`src/rtl/mem_pkg.sv`:
```
// Shared types for the mem_pipe memory block.
// Latency: n/a (types and helpers only).
// Backpressure: n/a.
package mem_pkg;

  typedef enum logic {
    MEM_RD = 1'b0,
    MEM_WR = 1'b1
  } mem_typ_e;

  typedef enum logic {
    ST_CLEAR = 1'b0,
    ST_RUN   = 1'b1
  } mem_st_e;

  // Width-independent part of a response; the data field is added by the
  // user, which knows DATA_BITS.
  typedef struct packed {
    mem_typ_e typ;
    logic     err;
  } rsp_hdr_t;

  localparam int RSP_HDR_BITS = $bits(rsp_hdr_t);

  // Total packed width of a response carrying data_bits of data.
  function automatic int rsp_bits(input int data_bits);
    return data_bits + RSP_HDR_BITS;
  endfunction

endpackage

```
`src/rtl/mem_rsp_fifo.sv`:
```
// Two-entry FIFO; entry 0 is always the head.
// Latency: a push is visible at the head the cycle after the push edge when empty.
// Backpressure: owner must not push when count==2; push+pop together allowed at count 1 or 2.
// Ports: clk/rst (async active-high), push/push_data, pop, head_data, count.
module mem_rsp_fifo #(
  parameter int WIDTH = 8
) (
  input  logic             clk,
  input  logic             rst,
  input  logic             push,
  input  logic [WIDTH-1:0] push_data,
  input  logic             pop,
  output logic [WIDTH-1:0] head_data,
  output logic [1:0]       count
);

  logic [WIDTH-1:0] ent0;
  logic [WIDTH-1:0] ent1;

  always_ff @(posedge clk or posedge rst) begin
    if (rst) begin
      ent0  <= '0;
      ent1  <= '0;
      count <= 2'd0;
    end else begin
      case (count)
        2'd0: begin
          if (push) begin
            ent0  <= push_data;
            count <= 2'd1;
          end
        end
        2'd1: begin
          if (push && pop) begin
            ent0 <= push_data;
          end else if (push) begin
            ent1  <= push_data;
            count <= 2'd2;
          end else if (pop) begin
            count <= 2'd0;
          end
        end
        2'd2: begin
          // Head leaves, second entry moves up; a simultaneous push refills slot 1.
          if (pop) begin
            ent0 <= ent1;
            if (push) begin
              ent1 <= push_data;
            end else begin
              count <= 2'd1;
            end
          end
        end
        default: count <= 2'd0;
      endcase
    end
  end

  assign head_data = ent0;

endmodule

```
`src/rtl/mem_pipe.sv`:
```
// Single-port word memory with valid/ready request and response channels.
// Latency: response valid the cycle after acceptance; one request per cycle when consumer is ready.
// Backpressure: 2-entry response buffer; req_rdy_o drops while it is full and during the clear sweep.
// Ports: clk_i, rst_i (async active-high); req_{val,rdy,typ,addr,data,be}; rsp_{val,rdy,typ,data,err}.
module mem_pipe
  import mem_pkg::*;
#(
  parameter int DATA_BITS    = 32,
  parameter int DEPTH        = 128,
  parameter int WR_RSP       = 1,
  parameter int CLEAR_ON_RST = 1,
  localparam int ADDR_WIDTH  = $clog2(DEPTH),
  localparam int BE_WIDTH    = DATA_BITS / 8
) (
  input  logic                  clk_i,
  input  logic                  rst_i,
  input  logic                  req_val_i,
  output logic                  req_rdy_o,
  input  logic                  req_typ_i,
  input  logic [ADDR_WIDTH-1:0] req_addr_i,
  input  logic [DATA_BITS-1:0]  req_data_i,
  input  logic [BE_WIDTH-1:0]   req_be_i,
  output logic                  rsp_val_o,
  input  logic                  rsp_rdy_i,
  output logic                  rsp_typ_o,
  output logic [DATA_BITS-1:0]  rsp_data_o,
  output logic                  rsp_err_o
);

  typedef struct packed {
    rsp_hdr_t                hdr;
    logic [DATA_BITS-1:0]    data;
  } rsp_t;

  localparam int RSP_W = rsp_bits(DATA_BITS);
  localparam logic [ADDR_WIDTH-1:0] LAST_ADDR = ADDR_WIDTH'(DEPTH - 1);
  // One extra bit so DEPTH itself is representable for the range check.
  localparam logic [ADDR_WIDTH:0]   DEPTH_W   = (ADDR_WIDTH + 1)'(DEPTH);

  logic [DATA_BITS-1:0]  mem [DEPTH];

  mem_st_e               state;
  logic [ADDR_WIDTH-1:0] clr_addr;
  logic [1:0]            count;
  logic                  accept;
  logic                  is_wr;
  logic                  addr_err;
  logic                  wr_en;
  logic                  push;
  logic                  pop;
  rsp_t                  push_rsp;
  rsp_t                  head;

  assign is_wr    = (mem_typ_e'(req_typ_i) == MEM_WR);
  assign addr_err = ({1'b0, req_addr_i} >= DEPTH_W);
  assign accept   = req_val_i && req_rdy_o;
  assign wr_en    = accept && is_wr && !addr_err;
  // Out-of-range writes always answer so the error is never silently lost.
  assign push     = accept && (!is_wr || (WR_RSP != 0) || addr_err);
  assign pop      = rsp_val_o && rsp_rdy_i;

  always_comb begin
    push_rsp          = '0;
    push_rsp.hdr.typ  = mem_typ_e'(req_typ_i);
    push_rsp.hdr.err  = addr_err;
    if (!is_wr && !addr_err) begin
      push_rsp.data = mem[req_addr_i];
    end
  end

  // Sweep/control FSM; the array itself is deliberately left unreset.
  always_ff @(posedge clk_i or posedge rst_i) begin
    if (rst_i) begin
      state    <= (CLEAR_ON_RST != 0) ? ST_CLEAR : ST_RUN;
      clr_addr <= '0;
    end else if (state == ST_CLEAR) begin
      if (clr_addr == LAST_ADDR) begin
        state    <= ST_RUN;
        clr_addr <= '0;
      end else begin
        clr_addr <= clr_addr + ADDR_WIDTH'(1);
      end
    end
  end

  always_ff @(posedge clk_i) begin
    if (state == ST_CLEAR) begin
      mem[clr_addr] <= '0;
    end else if (wr_en) begin
      for (int b = 0; b < BE_WIDTH; b++) begin
        if (req_be_i[b]) begin
          mem[req_addr_i][8*b +: 8] <= req_data_i[8*b +: 8];
        end
      end
    end
  end

  mem_rsp_fifo #(
    .WIDTH (RSP_W)
  ) u_rsp_fifo (
    .clk       (clk_i),
    .rst       (rst_i),
    .push      (push),
    .push_data (push_rsp),
    .pop       (pop),
    .head_data (head),
    .count     (count)
  );

  // Ready depends only on registered state so it never loops through the consumer.
  assign req_rdy_o  = !rst_i && (state == ST_RUN) && (count != 2'd2);
  assign rsp_val_o  = (count != 2'd0);
  assign rsp_typ_o  = head.hdr.typ;
  assign rsp_err_o  = head.hdr.err;
  assign rsp_data_o = head.data;

endmodule

```
`config.mk`:
```
export PLATFORM = sky130hd
export DESIGN_NAME = mem_pipe
export DESIGN_NICKNAME = d
export VERILOG_FILES = /design/src/rtl/mem_pkg.sv /design/src/rtl/mem_rsp_fifo.sv /design/src/rtl/mem_pipe.sv
export SDC_FILE = /design/constraint.sdc
export NUM_CORES = 2
export LEC_CHECK = 0
export CAP_MARGIN = 25
export CORE_MARGIN = 4
export CORE_UTILIZATION = 55
export CTS_BUF_LIST = sky130_fd_sc_hd__clkbuf_4 sky130_fd_sc_hd__clkbuf_8 sky130_fd_sc_hd__clkbuf_16
export DETAILED_ROUTE_END_ITERATION = 16
export PLACE_DENSITY = 0.71
export SLEW_MARGIN = 20
export SYNTH_ARGS = -nofsm -noshare
export SYNTH_HDL_FRONTEND = slang
export SYNTH_SLANG_ARGS = --single-unit
```
`constraint.sdc`:
```
create_clock -name clk_i -period 4.96 [get_ports clk_i]
set_input_delay 0.992 -clock clk_i [delete_from_list [all_inputs] [get_ports clk_i]]
set_output_delay 0.992 -clock clk_i [all_outputs]
set_load 0.05 [all_outputs]
```
# --- Word-level counts from Yosys, hierarchy flattened ---
# Memory sizes are Yosys's and may differ from the RTL's.
# Index checks and enable logic that the tools add are counted.
# Widths: inputs -> output; s select.
word_totals:
  input_bits: 48
  n_memories: 1
  mem_bits_rw: 4096
  output_inout_bits: 36
  ff_bits: 78
classes:
  reduce_logical: 15
  n_eq_ne: 10
  add_sub_neg: 1
  n_mux: 39
mem_list:
  columns: ["memory", "depth", "width", "read_ports", "rd_ports_with_merged_regs", "wr", "line", "source"]
  rows:
  - ["mem", 128, 32, 1, 0, 1, "mem_pipe.sv:40", "logic [DATA_BITS-1:0] mem [DEPTH];"]
ops:
  columns: ["operator", "count"]
  rows:
  - ["$mux 34", 6]
  - ["$pmux 34 s3", 1]
  - ["$pmux 34 s2", 1]
  - ["$mux 32", 2]
  - ["$reduce_or 32->1", 1]
  - ["$mux 1", 19]
  - ["$mux 7", 2]
  - ["$mux 2", 6]
  - ["$ne 2x2->1 const B", 4]
  - ["$add 7x1->7 const B", 1]
  - ["$eq 7x7->1 const B", 1]
  - ["$logic_and 1x1->1", 6]
  - ["$pmux 2 s3", 1]
  - ["$reduce_and 5->1", 1]
  - ["$mux 4", 1]
  - ["$ne 2x1->1 const B", 2]
  - ["$reduce_and 4->1", 1]
  - ["$reduce_bool 2->1", 2]
  - ["$ne 3x2->1 const B", 1]
  - ["$reduce_and 3->1", 1]
  - ["$reduce_bool 3->1", 1]
  - ["$eq 2x1->1 const B", 1]
  - ["$eq 2x2->1 const B", 1]
  - ["$logic_not 2->1", 1]
  - ["$logic_not 1->1", 1]

# --- Depth between registers and ports, before layout ---
depth:
  depth_word: 10
  depth_mapped: 13
  ltp_nobuf: 7

# --- Cells and area by module ---
# Synthesis repeated with hierarchy kept, for this count alone.
hier_totals:
  hier_cells: 8060
  hier_area_um2: 163100.2
by_module_without_submodules:
  columns: ["module", "seq_area_each_um2", "area_per_inst_um2", "cells_per_inst", "instances"]
  rows:
  - ["mem_pipe", 123198.2, 159670.6, 7862, 1]
  - ["mem_rsp_fifo", 1751.7, 3429.5, 198, 1]

# --- Worst setup path before layout ---
# OpenSTA, ideal clock, no wires.
synth_path:
  path_type: "input port to flip-flop"
  start: "input rst_i"
  end: "memory mem[0][10] (data pin)"
  setup_ps: 535
  stages: 5
  arrival_ps: 3850
  setup_slack_ps: 575
  t_required_ps: 4425
  cell_sequence: "nand3b_1 or3_1 nor2_1 clkbuf_1 and2_1"
synth_via:
  elab_chain_len: 10
  word_cells_on_any_way: 19
synth_rtl:
  columns: ["element", "line", "source"]
  rows:
  - ["from (decl)", "mem_pipe.sv:16", "input logic rst_i,"]
  - ["$logic_not 1->1 *", "mem_pipe.sv:111", "assign req_rdy_o = !rst_i && (state == ST_RUN) && (count != 2'd2);"]
  - ["$logic_and 1x1->1 * (2 in series)", "mem_pipe.sv:111", null]
  - ["$logic_and 1x1->1 *", "mem_pipe.sv:56", "assign accept = req_val_i && req_rdy_o;"]
  - ["$logic_and 1x1->1 *", "mem_pipe.sv:57", "assign wr_en = accept && is_wr && !addr_err;"]
  - ["$mux 1", "mem_pipe.sv:89", "end else if (wr_en) begin"]
  - ["$mux 1", "mem_pipe.sv:87", "if (state == ST_CLEAR) begin"]
  - ["$mux 1 (not written as such)", "mem_pipe.sv:92", "mem[req_addr_i][8*b +: 8] <= req_data_i[8*b +: 8];"]
  - ["$reduce_or 32->1 (no line) *", null, null]
  - ["$mux 32 (no line) *", null, null]
  - ["to (decl)", "mem_pipe.sv:40", null]
# Every way passes the cells marked *; elsewhere a longest branch is shown, timed or not.

# --- Worst setup path in the final report ---
layout_path:
  start: "register state"
  end: "memory mem[12][26] (enable)"
layout_via:
  elab_chain_len: 9
  word_cells_on_any_way: 20
layout_rtl:
  columns: ["element", "line", "source"]
  rows:
  - ["from (decl)", "mem_pipe.sv:42", "mem_st_e state;"]
  - ["from (signal assigned)", "mem_pipe.sv:74", "state <= (CLEAR_ON_RST != 0) ? ST_CLEAR : ST_RUN;"]
  - ["$logic_and 1x1->1 (2 in series)", "mem_pipe.sv:111", null]
  - ["$logic_and 1x1->1", "mem_pipe.sv:56", null]
  - ["$logic_and 1x1->1", "mem_pipe.sv:57", null]
  - ["$mux 1", "mem_pipe.sv:89", null]
  - ["$mux 1", "mem_pipe.sv:87", null]
  - ["$mux 1 (not written as such)", "mem_pipe.sv:92", null]
  - ["$reduce_or 32->1 (no line)", null, null]
  - ["$mux 7 (no line) or $mux 4 (tied branches)", null, null]
# Several ways; a longest one is shown, not always the timed one.

==> out/metrics.yaml <==
grt:
  grt_max_degree: 129
  grt_pass1_vias: 87800
  antenna_found_initial: 25
  gr-total-overflow: 0
  grt_pass1_wl_mm: 642
  grtUsageTotal_pct: 29.1
die:
  core_area_um2: 294000
  rows: 199
  die_h_um: 552
  dieArea_um2: 305000
  fp.dieW_um: 552
  start_util_pct: 55.3
  pin_count: 84
worst_setup_path:
  path_max_fanout: 24
  crit_type: "register to register"
  required_ps: 5630
  cp_cell_sequence: "nand3b_1 -> or4_1 -> buf_4 -> nor3_1 -> a31oi_1 -> nor2_1 -> buf_4 -> nand2_1 -> buf_4 -> nor2_1 -> buf_4"
  path_buf_inv: 4
  cpMostUsedCell: "buf_4"
  start_kind: "register"
  crit_family: "simple AND/OR/NAND/NOR gates"
  cp-end-kind: "register"
  cpPeakStageDelay_ps: 790
  cp.arrival_ps: 5000
  cp_slowest_cell: "or4_1"
routing:
  post_drt_wl_per_cell_um: 33.4
  vias: 88100
  dr.pass1.iters: 6
  m1WireLength_mm: 159
  vias_per_cell: 6.57
  topRoutingLayerUsed: "met5"
  drc_errors: 0
  wl_met2_mm: 211
  ant_nets: 0
  met3_length_mm: 52.9
  drt_iter0_markers: 12800
  wirelength_mm: 447
flow_run:
  maxCapViolCount: 0
power:
  p_leak_nw: 53.4
  ir_drop_mv: 0.409
  p_per_area_nw_per_um2: 380
sta:
  timing.fmax_ghz: 0.231
  skew_ps: 65.9
  setup_violations: 0
  hold_viol_final: 0
  slew_violations: 0
  max_slew_margin_pct: 22.3
  rsz0062_at_grt: "false"
  fin_crit_sh_pct: 87.4
  period_needed_ps: 4340
  fin_ws_ps: 624
  hold_slack_ps: 346
  tightestPinTransition_ps: 1160
logic_synthesis:
  avgSynthCellArea_um2: 20.1
  synth_area_um2: 163000
  yosysSeqAreaShare_pct: 76.7
  synth_edf_count: 4096
  ys_types: 67
  syn_inst: 8102
  synthArstFlopShare_pct: 1.82
  yosysWarnings: 0
  ys_ff_latch: 4172
  ys.flop_type: "edfxtp_1"
  synthesis.nets: 8151
clocking:
  cts_buffers: 406
  cts_hold_buf: 0
  clkSinkCount: 4172
  ctsResizeCount: 0
  htree_levels: 5
  path_clk_slew_ps: 60
  postCtsSetupRepairBufs: 0
  clock_latency_ps: 960
  cts_tree: "built"
  cts_buffer_depth: 4
  cts-root-buf: "clkbuf_16"
final_layout:
  layout_common_cells: "4,096 x edfxtp_1, 898 x buf_4, 814 x mux4_2"
  area_growth_pct: 16.2
  layout-drive-gt1-share_pct: 27.5
  fin_nets: 9175
  final_common_cell: "edfxtp_1"
  fillers: 19100
place:
  hpwl_mm: 287
  place.gp.congestion: 0.918
  portBuffers: 82
  dpl_worst_slack_ps: -7.22
min_path:
  hp-class: "primary input to asynchronous set/reset pin"
status:
  status: "finished clean"
-- path summary, 6_finish.rpt --
path | startpoint | end | slack (ps) | cells past startpoint
max | state | mem[12][26] | 620 | 11
min | rst_i | u_rsp_fifo.count[1] | 350 | 2
max reg2reg | state | mem[12][26] | 620 | 11
min reg2reg | u_rsp_fifo.ent1[31] | u_rsp_fifo.ent1[31] | 480 | 2
max in group asynchronous | rst_i | u_rsp_fifo.ent1[7] | 3380 | 3
min in group clk_i | u_rsp_fifo.ent1[31] | u_rsp_fifo.ent1[31] | 480 | 2
-- Yosys cell counts (28+ instances only) --
library cell | n | share of area, %
edfxtp_1 | 4096 | 76
mux4_2 | 814 | 11
mux2i_1 | 580 | 3.6
nor2_1 | 575 | 1.3
nand2_1 | 331 | 0.76
clkbuf_1 | 215 | 0.50
a21oi_1 | 148 | 0.46
a22oi_1 | 112 | 0.52
o22ai_1 | 108 | 0.42
buf_2 | 100 | 0.31
nand3_1 | 89 | 0.27
buf_4 | 79 | 0.36
dfrtp_1 | 76 | 1.2
o221ai_1 | 75 | 0.40
o21ai_0 | 74 | 0.23
a31oi_1 | 66 | 0.25
a221oi_1 | 62 | 0.33
and2_1 | 57 | 0.22
buf_6 | 56 | 0.39
and3_1 | 43 | 0.17
buf_1 | 36 | 0.083
a211oi_1 | 34 | 0.16
o211ai_1 | 31 | 0.14
o31ai_1 | 28 | 0.13
-- logic make-up after synthesis --
family / Yosys count / share of synthesized area [%]
AND/OR/NAND/NOR: 1186 / 3.09
flip-flops: 4172 / 76.7
multiplexers: 1406 / 14.9
buffers and inverters: 507 / 1.74
adder cells (fa/ha/maj): 1 / 0.00768
XOR/XNOR: 5 / 0.0269
other: 1 / 0.00230
AO/OA/AOI/OAI: 824 / 3.49
-- layer usage --
metal | vias to the layer above | GRT usage [%]
li1 | 35500 | -
met3 | 1072 | 7.15
met4 | 9 | 13.0
met2 | 5917 | 45.3
met5 | - | 0
met1 | 45600 | 39.7
-- state kept, by name, indices dropped and copies added, names as in the netlist --
| register | flops |
|---|---|
| u_rsp_fifo.head_data | 33 |
| state | 1 |
| u_rsp_fifo.ent1 | 33 |
| clr_addr | 7 |
| u_rsp_fifo.count | 2 |
| mem | 4096 |
-- where the power goes --
part	leakage, nW	switching, mW	total (mW)	internal, mW
registers	29.4	0.0128	38.1	38.1
logic	17.2	1.54	2.31	0.778
clock network	6.78	13.1	31.4	18.2
-- metrics by stage --
step | power [mW] | utilization (%) | TNS (ps) | instance area, µm² | std cells
floorplan | 40.2 | - | 0 | 163000 | 8102
global placement | 41.1 | 59.6 | 0 | 175000 | 12600
detailed placement | 41.1 | 59.6 | -28.6 | 175000 | 12600
CTS | 72.0 | 64.2 | 0 | 189000 | 13400
global route | 73.7 | 64.2 | 0 | 189000 | 13400
finish | 71.8 | 64.3 | 0 | 189000 | 13400
-- cell type report --
| type | count | area [µm²] | area share [%] |
|---|---|---|---|
| sequential | 4172 | 125000 | 66.0 |
| multi-input combinational | 3423 | 35400 | 18.7 |
| clock buffer | 497 | 11000 | 5.81 |
| timing repair buffer | 1109 | 10200 | 5.38 |
| tap | 3919 | 4900 | 2.59 |
| clock inverter | 254 | 2670 | 1.41 |
| inverter | 14 | 67.6 | 0.0357 |
| antenna | 24 | 60.1 | 0.0318 |
Power figures use the tool's default switching activity.
